==> config.mk <==
export PLATFORM = sky130hd
export DESIGN_NAME = exec_sequencer
export DESIGN_NICKNAME = d
export VERILOG_FILES = /design/src/rtl/exec_sequencer_pkg.sv /design/src/rtl/exec_sequencer_sat_counter.sv /design/src/rtl/exec_sequencer.sv
export SDC_FILE = /design/constraint.sdc
export NUM_CORES = 1
export LEC_CHECK = 0
export BUFFER_PORTS_ARGS = -buffer_cell sky130_fd_sc_hd__buf_2
export CORE_MARGIN = 3
export CORE_UTILIZATION = 48
export DETAILED_ROUTE_END_ITERATION = 10
export GPL_ROUTABILITY_DRIVEN = 0
export PLACE_DENSITY = 0.88
export SETUP_SLACK_MARGIN = 0.05
export SLEW_MARGIN = 0
export SYNTH_ARGS = -nofsm -noshare
export SYNTH_HDL_FRONTEND = slang
export SYNTH_SLANG_ARGS = --single-unit
==> constraint.sdc <==
create_clock -name clk -period 3.1 [get_ports clk]
set_input_delay 0.465 -clock clk [delete_from_list [all_inputs] [get_ports clk]]
set_output_delay 0.465 -clock clk [all_outputs]
set_load 0.01 [all_outputs]
==> src/rtl/exec_sequencer_pkg.sv <==
`default_nettype none
// +----------------------------------------------------------------------------+
// | exec_sequencer_pkg : sequencer state encoding and shared line constants    |
// | Revision 1.0                                                               |
// +----------------------------------------------------------------------------+
package exec_sequencer_pkg;

  localparam int         LINE_WIDTH          = 32;
  localparam logic [7:0] HALT_OPCODE_DEFAULT = 8'hFF;

  typedef enum logic [3:0] {
    SRST   = 4'd0,
    SREAD  = 4'd1,
    SLOAD1 = 4'd2,
    SLOAD2 = 4'd3,
    SLOAD3 = 4'd4,
    SCALC  = 4'd5,
    SWRITE = 4'd6,
    SNXT   = 4'd7,
    SHALT  = 4'd8
  } SequencerState;

  // States that touch RAM and therefore honour ram_busy.
  function automatic logic is_ram_state(input SequencerState s);
    return (s == SLOAD1) || (s == SLOAD2) || (s == SLOAD3) ||
           (s == SCALC)  || (s == SWRITE);
  endfunction

endpackage
`default_nettype wire

==> src/rtl/exec_sequencer_sat_counter.sv <==
`default_nettype none
// +----------------------------------------------------------------------------+
// | sat_counter : up counter with synchronous clear that sticks at all-ones    |
// | Revision 1.0                                                               |
// +----------------------------------------------------------------------------+
module sat_counter #(
  parameter int WIDTH = 16
) (
  input  logic             clk,
  input  logic             rstn,
  input  logic             clr,
  input  logic             inc,
  output logic [WIDTH-1:0] count
);

  logic [WIDTH-1:0] r_count;

  always_ff @(posedge clk or negedge rstn) begin
    if (!rstn) begin
      r_count <= '0;
    end else if (clr) begin
      r_count <= '0;
    end else if (inc && (r_count != {WIDTH{1'b1}})) begin
      r_count <= r_count + WIDTH'(1);
    end
  end

  assign count = r_count;

endmodule
`default_nettype wire

==> src/rtl/exec_sequencer.sv <==
`default_nettype none
// +----------------------------------------------------------------------------+
// | exec_sequencer : per-line instruction-cycle controller with halt, stall    |
// |                  timeout, single-step and saturating perf counters         |
// | Revision 1.0                                                               |
// +----------------------------------------------------------------------------+
module exec_sequencer
  import exec_sequencer_pkg::*;
#(
  parameter logic [7:0] HALT_OPCODE = HALT_OPCODE_DEFAULT,
  parameter int         STALL_LIMIT = 255,
  parameter int         CNT_WIDTH   = 16
) (
  input  logic                  clk,
  input  logic                  rstn,
  input  logic                  start,
  input  logic                  step_mode,
  input  logic                  step,
  input  logic                  ram_busy,
  input  logic [LINE_WIDTH-1:0] line,
  output SequencerState         q,
  output logic                  halted,
  output logic                  error,
  output logic                  running,
  output logic [CNT_WIDTH-1:0]  instr_count,
  output logic [CNT_WIDTH-1:0]  cycle_count
);

  localparam int              STALL_W      = $clog2(STALL_LIMIT + 1);
  localparam logic [STALL_W-1:0] c_stall_last = STALL_W'(STALL_LIMIT - 1);

  SequencerState      r_state;
  SequencerState      w_next_state;
  logic [STALL_W-1:0] r_stall_cnt;
  logic               r_error;
  logic               w_stall;
  logic               w_timeout;
  logic               w_restart;
  logic               w_retire;
  logic               w_running;
  logic               w_line_unused;

  // Only the opcode byte steers the sequencer.
  assign w_line_unused = ^line[LINE_WIDTH-9:0];

  // The edge that would bring the stall count to STALL_LIMIT halts instead.
  assign w_stall   = is_ram_state(r_state) && ram_busy;
  assign w_timeout = w_stall && (r_stall_cnt == c_stall_last);
  assign w_restart = (r_state == SHALT) && start;
  assign w_retire  = (r_state == SWRITE) && !ram_busy;

  always_ff @(posedge clk or negedge rstn) begin
    if (!rstn) begin
      r_state <= SRST;
    end else begin
      r_state <= w_next_state;
    end
  end

  always_comb begin
    w_next_state = r_state;
    case (r_state)
      SRST:   if (start) w_next_state = SREAD;
      SREAD:  w_next_state = (line[LINE_WIDTH-1 -: 8] == HALT_OPCODE) ? SHALT : SLOAD1;
      SLOAD1: if (w_timeout) w_next_state = SHALT; else if (!ram_busy) w_next_state = SLOAD2;
      SLOAD2: if (w_timeout) w_next_state = SHALT; else if (!ram_busy) w_next_state = SLOAD3;
      SLOAD3: if (w_timeout) w_next_state = SHALT; else if (!ram_busy) w_next_state = SCALC;
      SCALC:  if (w_timeout) w_next_state = SHALT; else if (!ram_busy) w_next_state = SWRITE;
      SWRITE: if (w_timeout) w_next_state = SHALT; else if (!ram_busy) w_next_state = SNXT;
      SNXT:   if (!step_mode || step) w_next_state = SREAD;
      SHALT:  if (start) w_next_state = SRST;
      default: w_next_state = SRST;
    endcase
  end

  always_comb begin
    q         = r_state;
    halted    = (r_state == SHALT);
    w_running = (r_state != SRST) && (r_state != SHALT);
    running   = w_running;
    error     = r_error;
  end

  always_ff @(posedge clk or negedge rstn) begin
    if (!rstn) begin
      r_stall_cnt <= '0;
    end else if (w_stall && !w_timeout) begin
      r_stall_cnt <= r_stall_cnt + STALL_W'(1);
    end else begin
      r_stall_cnt <= '0;
    end
  end

  always_ff @(posedge clk or negedge rstn) begin
    if (!rstn) begin
      r_error <= 1'b0;
    end else if (w_timeout) begin
      r_error <= 1'b1;
    end else if (w_restart) begin
      r_error <= 1'b0;
    end
  end

  sat_counter #(.WIDTH(CNT_WIDTH)) u_instr_cnt (
    .clk   (clk),
    .rstn  (rstn),
    .clr   (w_restart),
    .inc   (w_retire),
    .count (instr_count)
  );

  sat_counter #(.WIDTH(CNT_WIDTH)) u_cycle_cnt (
    .clk   (clk),
    .rstn  (rstn),
    .clr   (w_restart),
    .inc   (w_running),
    .count (cycle_count)
  );

endmodule
`default_nettype wire

==> impl_metrics.json <==
{
  "h-tree-depth": 2,
  "syn_area_um2": 2430,
  "synth.most_common_cell": "dfrtp_1",
  "reg2reg_slack_ps": 1120,
  "clk_pin_slew_worst_paths_ps": 80,
  "timing_hold_violations_final": 0,
  "reg2regPathDepth": 5,
  "reg2reg_to": "u_cycle_cnt.count[11]",
  "cp_slowest_cell": "dfrtp_1",
  "yosysTopAreaCell": "dfrtp_1",
  "yosysWarnings": 0,
  "initial_core_util_pct": 50.4,
  "antenna_found_initial": 0,
  "clock.fmax_ghz": 0.459,
  "syn_inst": 250,
  "post_cts_buffers": 0,
  "p_per_area_nw_per_um2": 660,
  "drcViolationCount": 0,
  "arrival_ps": 1720,
  "drtIter0Drc": 108,
  "dieArea_um2": 5940,
  "cts_resized": 0,
  "synth_top_area_share_pct": 46.4,
  "power_mw": 1.87,
  "yosys-top-cells-area": "dfrtp_1 46%, nor2_1 5.6%, xor2_1 5.1%",
  "seq_area_frac_synth_pct": 46.4,
  "fin_crit_sh_pct": 70.3,
  "grt_pass1_wl_um": 9400,
  "routed_wl_um": 5270,
  "regToRegStartpoint": "q[0]",
  "core_um2": 4820,
  "ys_seq_elements": 45,
  "slew_viol_final": 0,
  "worstSetupPathType": "flop to output pin",
  "cp.required_ps": 2630,
  "clock-sinks": 45,
  "cts_buffers": 5,
  "max_cap_violations": 0,
  "cts_tree": "built",
  "clockBufferDepth": 2,
  "grt_max_degree": 46,
  "crit_path_start": "q[0]",
  "area_delta_synth_final_pct": 16.8,
  "synth-edff-count": 0,
  "hold_path_class": "input pin to async pin",
  "port_buffers": 52,
  "insertion_delay_ps": 290,
  "ant_nets": 0,
  "status": "finished, final reports clean",
  "num-fill-cells": 442,
  "cp-start-kind": "flop",
  "fp.dieW_um": 77.1,
  "worstPathCellList": "nor3_2 -> clkinv_1 -> buf_2",
  "slew_headroom_pct": 36.3,
  "rsz0062_at_grt": "false",
  "end_kind": "output pin",
  "hpwl_um": 3810,
  "synth_cell_types": 52,
  "post_drt_wl_per_cell_um": 14.1,
  "hold_buffers": 0,
  "peakVddDrop_uv": 343,
  "setup_violations": 0,
  "rows": 25,
  "max_stage_delay_ps": 510,
  "tightest_slew_ps": 956,
  "ys.flop_type": "dfrtp_1",
  "tns_ps": 0,
  "grt_usage_pct": 19.1,
  "netlist_top_cells_count": "45 x dfrtp_1, 36 x nor2_1, 19 x nand2_1",
  "via_per_inst": 5.52,
  "fin_nets": 349,
  "overflow": 0,
  "syn_nets": 292,
  "critPathMaxFanout": 13,
  "period_needed_ps": 2180,
  "num_antenna_cells": 0,
  "die_h_um": 77.1,
  "num_vias": 2060,
  "root_buffer": "clkbuf_8",
  "drive_above_1_share_pct": 23.5,
  "leakage_nw": 1.31,
  "syn_area_per_cell_um2": 9.70,
  "skew_ps": 2.65,
  "grt_pass1_vias": 2036,
  "drt-pass1-iter-count": 4,
  "async_reset_ff_share_pct": 100,
  "io_pins": 77
}
-- power by group --
part | internal (mW) | switching, mW
combinational | 0.277 | 0.355
clock | 0.148 | 0.184
sequential | 0.713 | 0.193
-- logic make-up after synthesis --
family	Yosys count	synth area share, %
AOI/OAI and AO/OA	29	8.66
xor gates and xnor gates	26	9.39
adders and majority gates	4	2.06
buffers and inverters	14	2.58
DFF	45	46.4
muxes	5	2.17
and+or+nand+nor	127	28.7
-- final cells by class --
cell class / count / area [um^2] / area share, %
Timing Repair Buffer: 54 / 275 / 9.71
Clock inverter: 1 / 5.00 / 0.177
Inverter: 10 / 37.5 / 1.32
Sequential cell: 45 / 1130 / 39.7
Tap cell: 67 / 83.8 / 2.96
Multi-Input combinational cell: 191 / 1240 / 43.7
Clock buffer: 5 / 68.8 / 2.43
-- per-layer routing --
layer | GRT usage, % | vias to the layer above | part of all wire [%]
met5 | 0 | - | 0
met2 | 31.5 | 44 | 49
li1 | - | 1008 | -
met4 | 6.58 | 0 | 1.3
met3 | 3.52 | 7 | 4.1
met1 | 25.3 | 1001 | 46
-- critical path, delay by kind of cell (launching register included) --
kind | cells | cell delay (ps)
buf+inv | 2 | 520
simple gates | 1 | 390
flops | 1 | 510
-- registers in the layout, summed over array words and instances, names as in the netlist --
| signal | flops |
|---|---|
| error | 1 |
| q | 4 |
| r_stall_cnt | 8 |
| u_cycle_cnt.count | 16 |
| u_instr_cnt.count | 16 |
-- worst max path at each step --
stage	end	slack [ps]	cells past startpoint
floorplan	q[1]	1460	6
global placement	u_instr_cnt.count[10]	1240	5
detailed placement	u_instr_cnt.count[10]	1210	5
CTS	running	920	3
global route	running	810	3
finish	running	920	3
-- layout by cell type (no fill, tap or decap), types with 2 or more instances in the layout --
cell	count
a31oi_1	2
clkbuf_8	5
and4_1	3
ha_1	4
and2_1	3
nand2b_1	3
mux2i_1	3
o211ai_1	4
o31ai_1	3
and3_1	6
nor3_1	11
xor2_1	14
nand3_1	16
buf_4	2
nand2_1	19
a21oi_1	2
nand4_1	15
dfrtp_1	45
nor4b_2	2
buf_2	52
inv_1	9
o2111ai_1	2
xnor2_1	12
o21ai_0	5
nor2_1	36
-- through the flow --
stage / setup slack [ps] / std cells / utilization (%) / cell area [um^2] / hold WS [ps]
after global routing: 813 / 373 / 58.8 / 2830 / 389
after floorplan: 1460 / 250 / - / 2430 / 169
after CTS: 923 / 373 / 58.8 / 2830 / 356
after detailed placement: 1210 / 367 / 57.3 / 2760 / 464
final: 919 / 373 / 58.8 / 2830 / 320
after global placement: 1240 / 367 / 57.3 / 2760 / 460
No activity file was read; power rests on OpenSTA's default activity.
